### src/rtl/vx_stream_burst_arb.sv
// vx_stream_burst_arb: round-robin N-to-1 stream arbiter with bounded burst locking and a 2-entry registered output buffer
module vx_stream_burst_arb #(
    parameter int NUM_REQS  = 4,
    parameter int DATAW     = 32,
    parameter int MAX_BURST = 4,
    parameter int SELW      = NUM_REQS > 1 ? $clog2(NUM_REQS) : 1
) (
    input  logic                               clk,
    input  logic                               reset,
    input  logic [NUM_REQS-1:0]                valid_in,
    output logic [NUM_REQS-1:0]                ready_in,
    input  logic [NUM_REQS-1:0][DATAW-1:0]     data_in,
    output logic                               valid_out,
    input  logic                               ready_out,
    output logic [DATAW-1:0]                   data_out,
    output logic [SELW-1:0]                    sel_out
);
    localparam int CW = $clog2(MAX_BURST + 1);

    logic [SELW-1:0]  last_idx, pick, tail_sel;
    logic [CW-1:0]    burst_cnt;
    logic [DATAW-1:0] tail_data;
    logic [1:0]       count;
    logic             pick_valid, push, pop;

    // Keep the burst owner while it is valid, else scan circularly after the last grant (nearest index wins)
    always_comb begin
        pick_valid = 1'b0;
        pick       = last_idx;
        if (burst_cnt != '0 && valid_in[last_idx])
            pick_valid = 1'b1;
        else
            for (int k = NUM_REQS; k >= 1; k--)
                if (valid_in[(int'(last_idx) + k) % NUM_REQS]) begin
                    pick_valid = 1'b1;
                    pick       = SELW'((int'(last_idx) + k) % NUM_REQS);
                end
    end

    // Accept only into a non-full buffer so ready_in never looks at ready_out
    always_comb begin
        ready_in       = '0;
        ready_in[pick] = pick_valid && count != 2'd2;
    end

    assign push      = pick_valid && count != 2'd2;
    assign pop       = valid_out && ready_out;
    assign valid_out = count != 2'd0;

    // Track the last grant and how many beats of its burst have gone through
    always_ff @(posedge clk or posedge reset) begin
        if (reset) begin
            last_idx  <= SELW'(NUM_REQS - 1);
            burst_cnt <= '0;
        end else if (push) begin
            last_idx <= pick;
            if (pick == last_idx && burst_cnt != '0)
                burst_cnt <= (burst_cnt + CW'(1) == CW'(MAX_BURST)) ? '0 : burst_cnt + CW'(1);
            else
                burst_cnt <= (MAX_BURST == 1) ? '0 : CW'(1);
        end
    end

    // Two-entry buffer: the head registers drive the outputs directly, the tail catches the second beat
    always_ff @(posedge clk or posedge reset) begin
        if (reset) begin
            count     <= '0;
            sel_out   <= '0;
            data_out  <= '0;
            tail_sel  <= '0;
            tail_data <= '0;
        end else begin
            count <= count + 2'(push) - 2'(pop);
            if (push && (count == 2'd0 || pop)) begin
                sel_out  <= pick;
                data_out <= data_in[pick];
            end else if (pop) begin
                sel_out  <= tail_sel;
                data_out <= tail_data;
            end
            if (push) begin
                tail_sel  <= pick;
                tail_data <= data_in[pick];
            end
        end
    end
endmodule
### config.mk
export PLATFORM = sky130hd
export DESIGN_NAME = vx_stream_burst_arb
export DESIGN_NICKNAME = d
export VERILOG_FILES = /design/src/rtl/vx_stream_burst_arb.sv
export SDC_FILE = /design/constraint.sdc
export NUM_CORES = 1
export LEC_CHECK = 0
export BUFFER_PORTS_ARGS = -buffer_cell sky130_fd_sc_hd__buf_2
export CORE_MARGIN = 2
export CORE_UTILIZATION = 45
export DETAILED_ROUTE_END_ITERATION = 8
export HOLD_SLACK_MARGIN = 0.05
export PLACE_DENSITY_LB_ADDON = 0.08
export SLEW_MARGIN = 10
export SYNTH_ARGS = -nofsm -noshare
export SYNTH_HDL_FRONTEND = slang
export SYNTH_SLANG_ARGS = --single-unit
### constraint.sdc
create_clock -name clk -period 2.5 [get_ports clk]
set_clock_uncertainty 0.05 [all_clocks]
set_input_delay 0.25 -clock clk [delete_from_list [all_inputs] [get_ports clk]]
set_output_delay 0.25 -clock clk [all_outputs]
set_load 0.1 [all_outputs]
* After elaboration in Yosys (flattened, before gate mapping) *
Index checks and enable logic that the tools add are counted.

word-level totals
  memories kept = 0
  flip-flop bits (word level) = 75
  output and inout port bits = 39
  latch bits = 0
  input port bits = 135
  RAM bits = 0
  ROM bits = 0
  logic and storage cells = 78

cells by class
  mux-type cells = 34
  magnitude comparators = 7
  shift operators = 0
  equal/unequal tests = 3
  bitwise logic cells = 5
  add/sub/neg operators = 7
  reduce and logical (&&, ||, !) cells = 15
  multipliers = 0
  divide/modulo/power cells = 0

operator list
  operator               count
  $mux W32               3
  $bmux W32 S2           1
  $lt A3 B4 Y1 const B   4
  $mux W1                15
  $mux W2                7
  $bmux W1 S2            5
  $reduce_or A2 Y1       4
  $logic_and A1 B1 Y1    6
  $lt A2 B3 Y1 const B   2
  $mux W3                2
  $add A2 B1 Y2 const B  2
  $add A2 B2 Y2 const B  2
  $and A1 B1 Y1 const A  4
  $and A4 B4 Y4          1
  $reduce_bool A2 Y1     2
  $add A3 B1 Y3 const B  1
  $eq A3 B3 Y1 const B   1
  $reduce_bool A3 Y1     1
  $add A2 B1 Y2          1
  $demux W1 S2           1
  $eq A2 B2 Y1           1
  $ge A2 B1 Y1 const B   1
  $logic_not A2 Y1       1
  $ne A2 B2 Y1 const B   1
  2 further kinds        2

* Depth between registers and ports, before layout *
Gate-level depths: netlist of the first run.

  depth after elaboration = 16
  depth in mapped cells = 10
  gate-level depth less buffers = 8

* Worst setup path after synthesis of the first run *
OpenSTA, ideal clock, no wires.

  path type = register to output
  start point = register burst_cnt[0]
  end point = output port ready_in[2]
  path slack = -1.772 ns
  data arrival time = 3.972 ns
  required time = 2.200 ns
  cell stages (with the launch flop) = 11
  cell sequence = dfrtp_1 inv_1 ha_1 nand2b_1 maj3_1 o21ai_2 a21o_1 buf_2 nand2_1 clkbuf_1 nor3_1

between the ends
  longest elaborated chain between the ends = 8
  elaborated cells between the ends (all ways) = 11
  classes of those cells = 2 x order compare; 4 x mux; 1 x bitwise; 4 x reduce/logical

ends and longest elaborated chain
  item                                                                RTL line  text
  start, declared                                                     21        logic [CW-1:0] burst_cnt;
  start signal, assigned                                              58        burst_cnt <= (burst_cnt + CW'(1) == CW'(MAX_BURST)) ? '0 : burst_cnt + CW'(1);
  start signal, assigned                                              60        burst_cnt <= (MAX_BURST == 1) ? '0 : CW'(1);
  $reduce_bool A3 Y1 *                                                30        if (burst_cnt != '0 && valid_in[last_idx])
  $logic_and A1 B1 Y1 *                                               30
  $mux W2                                                             30
  $lt A2 B3 Y1 (not written as such) or $ge A2 B1 Y1 (tied branches)  43        ready_in[pick] = pick_valid && count != 2'd2;
  $logic_and A1 B1 Y1                                                 43
  $mux W1 (not written as such)                                       43
  $demux W1 S2                                                        43
  $and A4 B4 Y4 (no line) *                                           --
  end, declared                                                       11        output logic [NUM_REQS-1:0] ready_in,

Every way passes the cells marked *; elsewhere a longest branch is shown, timed or not.

* Worst setup path after layout of the first run *
  start point = register last_idx[0]
  end point = output port ready_in[2]

between the ends
  longest elaborated chain between the ends = 14
  elaborated cells between the ends (all ways) = 36
  classes of those cells = 4 x add/sub; 2 x order compare; 26 x mux; 1 x bitwise; 3 x reduce/logical

ends and longest elaborated chain
  item                                                                RTL line  text
  start, declared                                                     20        logic [SELW-1:0] last_idx, pick, tail_sel;
  start signal, assigned                                              53        last_idx <= SELW'(NUM_REQS - 1);
  start signal, assigned                                              56        last_idx <= pick;
  $add A2 B1 Y2                                                       34, 36
  $bmux W1 S2                                                         34        if (valid_in[(int'(last_idx) + k) % NUM_REQS]) begin
  $mux W1 (not written as such) (2 in series)                         34
  $mux W2 (4 in series)                                               34
  $mux W2                                                             30
  $lt A2 B3 Y1 (not written as such) or $ge A2 B1 Y1 (tied branches)  43
  $logic_and A1 B1 Y1                                                 43
  $mux W1 (not written as such)                                       43
  $demux W1 S2                                                        43
  $and A4 B4 Y4 (no line) *                                           --

Every way passes the cells marked *; elsewhere a longest branch is shown, timed or not. The select of a mux whose other input is x is not followed.

==> results of run 1 <==
-- worst min-delay path: stages --
cell and delay (ps):
buf_2 80, mux2i_2 60, o221ai_1 150
-- stage by stage --
| stage | area, µm² | util [%] | hold slack (ps) |
|---|---|---|---|
| after floorplan | 5200 | - | 399 |
| after global placement | 6390 | 58.2 | 277 |
| after detailed placement | 6390 | 58.2 | 283 |
| after CTS | 6830 | 62.2 | 197 |
| after global routing | 7690 | 70.0 | 212 |
| final | 7690 | 70.0 | 197 |
-- metal layers --
metal	share of wire, %	GRT usage (%)
met5	0	0
met4	1.9	6.00
met3	8.3	6.64
met2	49	46.8
met1	41	37.8
-- final cells by class --
| cell class | instances | area (µm²) | share of cell area (%) |
|---|---|---|---|
| timing repair buffer | 234 | 1630 | 21.1 |
| tap | 140 | 175 | 2.28 |
| multi-input combinational | 464 | 3650 | 47.5 |
| clock inverter | 4 | 48.8 | 0.635 |
| inverter | 11 | 47.5 | 0.619 |
| sequential | 75 | 1880 | 24.5 |
| clock buffer | 12 | 256 | 3.34 |
-- flip-flops by register name, summed over array words and instances (netlist names) --
signal     count
tail_sel       2
count          2
last_idx       2
sel_out        2
tail_data     32
data_out      32
burst_cnt      3
-- logic make-up (layout without fill, tap and decap cells) --
family          after synthesis  after routing  share of synthesized area [%]
fa+ha+maj                     6              6                           1.42
compound gates              173            173                           26.3
mux                          21             21                           4.23
xor+xnor                      3              3                          0.514
flops                        75             75                           36.8
simple gates                261            261                           24.6
buf+inv                      69            261                           6.17
-- worst paths after layout --
check | to | from | cells after the start
max in group asynchronous | data_out[7] | reset | 4
hold / removal | data_out[1] | data_in[65] | 3
setup / recovery | ready_in[2] | last_idx[0] | 7
hold reg to reg | tail_data[9] | tail_data[9] | 2
setup reg to reg | data_out[11] | last_idx[1] | 13
min in group asynchronous | burst_cnt[2] | reset | 3
-- cells in the mapped netlist (3+ instances only) --
master    number  area share, %
buf_6          3           0.66
a32o_1        20            3.9
clkbuf_1      34            2.5
inv_1          9           0.66
ha_1           5            1.2
nor2_1        36            2.6
and2_1         5           0.61
o21ai_0        8           0.78
a21oi_1       18            1.8
and3_1         6           0.73
o21ai_1       39            3.8
nand2_1       81            5.9
o211ai_1      25            3.7
o221ai_1      15            2.6
nand4_1       41            5.0
xnor2_1        3           0.51
nand3_1       81            7.9
o211a_1       19            3.7
a21o_1         3           0.44
buf_2         15            1.5
buf_4          4           0.59
a21boi_0       3           0.44
a221oi_1       4           0.69
mux2i_1       19            3.7
dfrtp_1       73             36
-- repair_timing --
action,4_1_cts,5_1_grt
setup endpoints to repair,38,65
cloned,0,7
hold buffers,1,0
pin swaps,6,79
endpoints found under the hold margin,27,0
buffers inserted,8,6
resized for setup,16,133
==> flow_summary.json, run 1 <==
{
  "final_cell_mix": "168 x buf_2, 80 x nand2_1, 73 x dfrtp_1",
  "synth-main-ff-cell": "dfrtp_1",
  "synthCells": 608,
  "max_cap_violations": 0,
  "synth_area_mm2": 0.00511,
  "drc_errors": 0,
  "grt_pass1_vias": 5739,
  "max_freq_mhz": 373,
  "synth_edf_count": 0,
  "finalNetCount": 935,
  "crit_buf_inv": 3,
  "tightest_slew_ps": 578,
  "drt_iter0_markers": 589,
  "vias": 5835,
  "crit_chain": "mux2_4, a32oi_4, buf_6, and4_4, buf_8, nor3_4, buf_12",
  "path_clk_slew_ps": 60,
  "htree_levels": 3,
  "grt_max_degree": 47,
  "r2r_slack_ps": -150,
  "ys_async_sr_fraction_pct": 100,
  "globalRouteOverflowTotal": 0,
  "cts_tree": "built",
  "gp_congestion": 0.942,
  "setup_viol": 48,
  "final_common_cell": "buf_2",
  "cts-root-buf": "clkbuf_16",
  "routedWlPerCell_um": 20.1,
  "num_antenna_cells": 0,
  "dieArea_mm2": 0.0122,
  "rsz0062_at_grt": "yes",
  "antenna_found_initial": 0,
  "final.setup.worst_slack_ps": -180,
  "pin_count": 174,
  "ant_nets": 0,
  "slew_violations": 0,
  "fin_tns_setup_ps": -4820,
  "post_drt_via_cell_ratio": 6.21,
  "grt.total_usage_pct": 28.2,
  "arrival_ps": 2380,
  "crit_required_ps": 2200,
  "min_path_type": "in2reg",
  "die_width_um": 111,
  "critical_path.top_delay_family": "flip-flops",
  "yosysUniqueCellTypes": 56,
  "seq_area_frac_synth_pct": 36.8,
  "outcome": "finished, violations left",
  "dp_hpwl_mm": 11.7,
  "drt_wl_total_mm": 18.9,
  "slowest_delay_ps": 630,
  "drive_above_1_share_pct": 44.9,
  "syn_area_per_cell_um2": 8.41,
  "clockBufferDepth": 2,
  "start_util_pct": 46.5,
  "rows": 38,
  "cp-end-kind": "output pin",
  "first_pass_iters": 6,
  "yosys_warnings": 0,
  "clock_insertion_delay_worst_skew_ps": 340,
  "max-slew-margin-rel_pct": 61.4,
  "violations": "setup timing",
  "die_h_um": 111,
  "core-area_mm2": 0.0110,
  "timing.critical_path.fanout_max": 16,
  "hold_viol": 0,
  "fill_cells": 846,
  "io_buffers": 173,
  "numCtsBuffers": 9,
  "final_cells": 940,
  "dp_cells": 902,
  "dp_slack_ps": -66.2,
  "period_minus_slack_ps": 2680,
  "ys_seq_elements": 75,
  "worstSetupStartpointType": "flop",
  "critical_path_class": "reg2out",
  "area_growth_pct": 50.3,
  "slowest_stage": "dfstp_2",
  "synth_nets": 748,
  "cts.sink_count": 75,
  "grt_first_pass_wirelength_mm": 28.4,
  "timing.final.crit_share_pct": 107
}
Power of run 1 is left out: the tool's default activity adds up to more than one toggle a clock period on the data nets, which glitch-free logic cannot reach.
==> inputs of run 2 (changes only) <==
--- a/config.mk
+++ b/config.mk
@@ -11,6 +11,7 @@
 export DETAILED_ROUTE_END_ITERATION = 8
 export HOLD_SLACK_MARGIN = 0.05
 export PLACE_DENSITY_LB_ADDON = 0.08
+export SETUP_SLACK_MARGIN = 0.1
 export SLEW_MARGIN = 10
 export SYNTH_ARGS = -nofsm -noshare
 export SYNTH_HDL_FRONTEND = slang
==> flow_summary.json, run 2 (synthesis gave the netlist of run 1 again) <==
{
  "grt_first_pass_wirelength_mm": 29.8,
  "vias": 6463,
  "core-area_mm2": 0.0110,
  "timing.critical_path.fanout_max": 5,
  "first_pass_iters": 5,
  "min_path_type": "in2reg",
  "max_cap_violations": 0,
  "die_h_um": 111,
  "drt_wl_total_mm": 22.9,
  "fin_area_mm2": 0.00875,
  "ff2ff_path_depth": 9,
  "final.setup.worst_slack_ps": -170,
  "finalNetCount": 965,
  "crit_start": "last_idx[0]",
  "crit_buf_inv": 2,
  "dieArea_mm2": 0.0122,
  "start_util_pct": 46.5,
  "pin_count": 174,
  "post_drt_via_cell_ratio": 6.66,
  "numCtsBuffers": 9,
  "final_common_cell": "buf_2",
  "outcome": "finished, violations left",
  "fill_cells": 656,
  "drc_errors": 0,
  "cp.depth": 7,
  "slowest_stage": "dfstp_2",
  "hold_viol": 0,
  "crit_required_ps": 2200,
  "drt_iter0_markers": 702,
  "reg2reg_to": "data_out[1]",
  "htree_levels": 3,
  "reg_top3": "data_out (32), tail_data (32), burst_cnt (3)",
  "clock_insertion_delay_worst_skew_ps": 340,
  "period_minus_slack_ps": 2670,
  "max-slew-margin-rel_pct": 43.8,
  "final_cell_mix": "169 x buf_2, 80 x nand2_1, 73 x dfrtp_1",
  "dp_hpwl_mm": 12.0,
  "fin_util_pct": 79.7,
  "violations": "setup timing",
  "cp-end-kind": "output pin",
  "antenna_found_initial": 1,
  "multiInputGateArea_mm2": 0.00417,
  "grt_max_degree": 47,
  "gp_congestion": 0.862,
  "cts-root-buf": "clkbuf_16",
  "slowest_delay_ps": 610,
  "timing.final.crit_share_pct": 107,
  "io_buffers": 173,
  "grt.total_usage_pct": 30.0,
  "r2r_slack_ps": -130,
  "area_growth_pct": 71.2,
  "clockBufferDepth": 2,
  "worstSetupStartpointType": "flop",
  "critical_path.top_delay_family": "flip-flops",
  "critical_path_class": "reg2out",
  "arrival_ps": 2370,
  "timing.critical_path.to": "ready_in[1]",
  "routedWlPerCell_um": 23.6,
  "cts.sink_count": 75,
  "die_width_um": 111,
  "cts_tree": "built",
  "worst_hold_slack_ps": 184,
  "grt_pass1_vias": 5853,
  "tightest_slew_ps": 843,
  "setup_viol": 49,
  "placedInstanceArea_mm2": 0.00645,
  "rsz0062_at_grt": "yes",
  "drive_above_1_share_pct": 54.2,
  "slew_violations": 0,
  "ant_nets": 0,
  "seq_area_mm2": 0.00188,
  "rows": 38,
  "regToRegStartpoint": "last_idx[0]",
  "crit_chain": "mux2_4, a32oi_4, buf_6, and4_4, nor2_8, nor2_4, buf_12",
  "path_clk_slew_ps": 60,
  "globalRouteOverflowTotal": 0,
  "max_freq_mhz": 375
}
run 2: metrics by stage:
step           std cells  setup TNS [ps]  worst slack [ps]
5_1_grt              970           -6690              -217
2_1_floorplan        608            -635              -268
6_report             970           -3190              -170
4_1_cts              948            -987              -132
3_3_place_gp         905               0              41.2
3_5_place_dp         905               0              8.15
run 2: how the worst min path moves through the flow:
| stage | cells after the start | slack, ps | to | start |
|---|---|---|---|---|
| 6_report | 3 | 180 | tail_data[24] | data_in[120] |
| 5_1_grt | 3 | 210 | tail_data[29] | data_in[125] |
| 3_5_place_dp | 2 | 370 | tail_data[22] | reset |
| 3_3_place_gp | 2 | 360 | tail_data[22] | reset |
| 2_1_floorplan | 2 | 400 | tail_data[17] | tail_data[17] |
| 4_1_cts | 3 | 200 | tail_data[29] | data_in[125] |
run 2: worst register-to-register path, stage by stage (launching register included):
cell      delay, ps
dfstp_2         610
mux2_4          350
a32oi_4         230
a41oi_4         210
buf_12          190
nor2_8          160
buf_4           150
buf_8           130
mux2i_4         260
o221ai_2        140
run 2: what timing repair did:
item / 4_1_cts / 5_1_grt
pin swaps: 50 / 66
endpoints found under the setup margin: 48 / 69
setup buffers: 22 / 12
hold endpoints to repair: 39 / 0
resized for setup: 112 / 161
hold buffers: 1 / 0
gates cloned: 6 / 11
run 2: layout make-up:
class | count | share of cell area [%]
diodes | 1 | 0.0286
clock buffers | 12 | 2.82
clock inverters | 3 | 0.172
inverters | 11 | 0.643
multi-input cells | 464 | 47.7
flip-flops and latches | 75 | 21.5
well taps | 140 | 2.00
repair buffers | 264 | 25.2
run 2: routing by layer:
layer	global-route usage (%)	wire [µm]	vias up
met5	0	0	-
met4	12.7	881	0
met3	5.54	2450	91
met2	47.3	10900	530
met1	40.7	8610	3086
li1	-	-	2756
Power of run 2 is left out for the same reason.
==> inputs of run 3 (changes only) <==
--- a/config.mk
+++ b/config.mk
@@ -5,6 +5,7 @@
 export SDC_FILE = /design/constraint.sdc
 export NUM_CORES = 1
 export LEC_CHECK = 0
+export ABC_CLOCK_PERIOD_IN_PS = 3300
 export BUFFER_PORTS_ARGS = -buffer_cell sky130_fd_sc_hd__buf_2
 export CORE_MARGIN = 2
 export CORE_UTILIZATION = 45
==> constraint.sdc (replaced) <==
create_clock -name clk -period 3.3 [get_ports clk]
set_clock_uncertainty 0.05 [all_clocks]
set_input_delay 0.33 -clock clk [delete_from_list [all_inputs] [get_ports clk]]
set_output_delay 0.33 -clock clk [all_outputs]
set_load 0.1 [all_outputs]
==> flow_summary.json, run 3 (synthesis gave the netlist of run 1 again) <==
{
  "reg2reg_to": "data_out[11]",
  "drt_wl_total_mm": 17.1,
  "core-area_mm2": 0.0110,
  "clockBufferDepth": 2,
  "routedWlPerCell_um": 18.8,
  "timing.final.crit_share_pct": 93.0,
  "area_growth_pct": 28.8,
  "period_minus_slack_ps": 3070,
  "final_cell_mix": "169 x buf_2, 81 x nand3_1, 80 x nand2_1",
  "clock_insertion_delay_worst_skew_ps": 340,
  "vias": 5636,
  "drive_above_1_share_pct": 31.8,
  "setup_viol": 0,
  "numCtsBuffers": 9,
  "regToRegStartpoint": "last_idx[0]",
  "hold_buffers": 0,
  "gp_congestion": 0.838,
  "die_width_um": 111,
  "r2r_slack_ps": 550,
  "crit_required_ps": 2920,
  "cts.sink_count": 75,
  "ant_nets": 0,
  "timing.critical_path.fanout_max": 10,
  "pin_count": 174,
  "cts-root-buf": "clkbuf_16",
  "fill_cells": 976,
  "max_freq_mhz": 326,
  "num_antenna_cells": 0,
  "fin_util_pct": 59.9,
  "rows": 38,
  "ff2ff_path_depth": 7,
  "rsz0062_at_grt": "no",
  "final_common_cell": "buf_2",
  "grt_max_degree": 56,
  "route.met3.wl_mm": 1.52,
  "grt.total_usage_pct": 27.4,
  "finalNetCount": 905,
  "outcome": "complete, no violations",
  "cts_tree": "built",
  "antenna_found_initial": 0,
  "reg_top3": "data_out (32), tail_data (32), burst_cnt (3)",
  "cp-end-kind": "output pin",
  "max-slew-margin-rel_pct": 33.6,
  "start_util_pct": 46.5,
  "wl_met1_mm": 7.38,
  "tightest_slew_ps": 996,
  "top_layer": "met4",
  "grt_pass1_vias": 5606,
  "dieArea_mm2": 0.0122,
  "io_buffers": 173,
  "dp_hpwl_mm": 11.7,
  "hold_viol": 0,
  "drc_errors": 0,
  "globalRouteOverflowTotal": 0,
  "grt_first_pass_wirelength_mm": 27.6,
  "worstSetupStartpointType": "flop",
  "die_h_um": 111,
  "fin_tns_setup_ps": 0,
  "drt_iter0_markers": 502,
  "path_clk_slew_ps": 60,
  "critical_path_class": "reg2out",
  "min_path_type": "in2async",
  "slew_violations": 0,
  "max_cap_violations": 0,
  "first_pass_iters": 5,
  "wl_met2_mm": 7.89,
  "htree_levels": 3,
  "arrival_ps": 2690,
  "post_drt_via_cell_ratio": 6.19
}
==> run 3: cell types whose count changed in the layout (fill, tap and decap cells not counted), moves of 10 or more <==
cell,change
buf_4,-12
o21ai_1,+34
buf_12,-15
nand3_4,-18
buf_6,-10
mux2i_1,+19
nand3_2,-42
o221ai_2,-10
o221ai_1,+10
o21ai_2,-12
nand3_1,+60
o21ai_4,-26
mux2i_4,-15
==> run 3: worst max path at each step <==
stage	slack, ps	startpoint	to	depth (start not counted)
floorplan	-220	burst_cnt[0]	ready_in[2]	10
detailed placement	430	burst_cnt[0]	ready_in[3]	10
finish	230	last_idx[0]	ready_in[3]	7
global route	130	burst_cnt[0]	ready_in[3]	10
CTS	90	burst_cnt[0]	ready_in[3]	10
global placement	470	last_idx[1]	ready_in[1]	8
==> run 3: critical path, cell delays in order (launching register included) <==
cell and delay, ps:
dfstp_2 620, mux2_4 330, a32oi_4 370, and4_2 400, nor2_8 80, buf_4 210, nor2_2 140, buf_12 190
==> run 3: through the flow <==
| step | cells | area (µm²) | hold slack [ps] | worst slack, ps |
|---|---|---|---|---|
| CTS | 905 | 6530 | 179 | 94.8 |
| finish | 910 | 6580 | 132 | 231 |
| floorplan | 608 | 5120 | 399 | -219 |
| detailed placement | 889 | 6200 | 420 | 426 |
| global placement | 889 | 6200 | 414 | 471 |
| global route | 910 | 6580 | 213 | 125 |
==> run 3: cell type report <==
type,instances,area (µm²),share of cell area (%)
Clock buffer,9,225,3.42
Timing Repair Buffer,203,1170,17.8
Multi-Input combinational cell,465,3000,45.5
Sequential cell,75,1880,28.5
Tap cell,140,175,2.66
Inverter,11,42.5,0.646
Clock inverter,7,92.6,1.41
==> run 3: routing by layer <==
layer  vias up  track usage, %
met3        24            6.04
met5         -               0
met1      2715            37.1
li1       2615               -
met2       282            42.9
met4         0            10.4
==> run 3: repair_timing <==
item                                    4_1_cts  5_1_grt
endpoints found under the setup margin        3        4
cloned                                        0        1
pin swaps                                     0        2
setup buffers                                 0        4
gates resized for setup                       2        4
Power of run 3 is left out for the same reason.
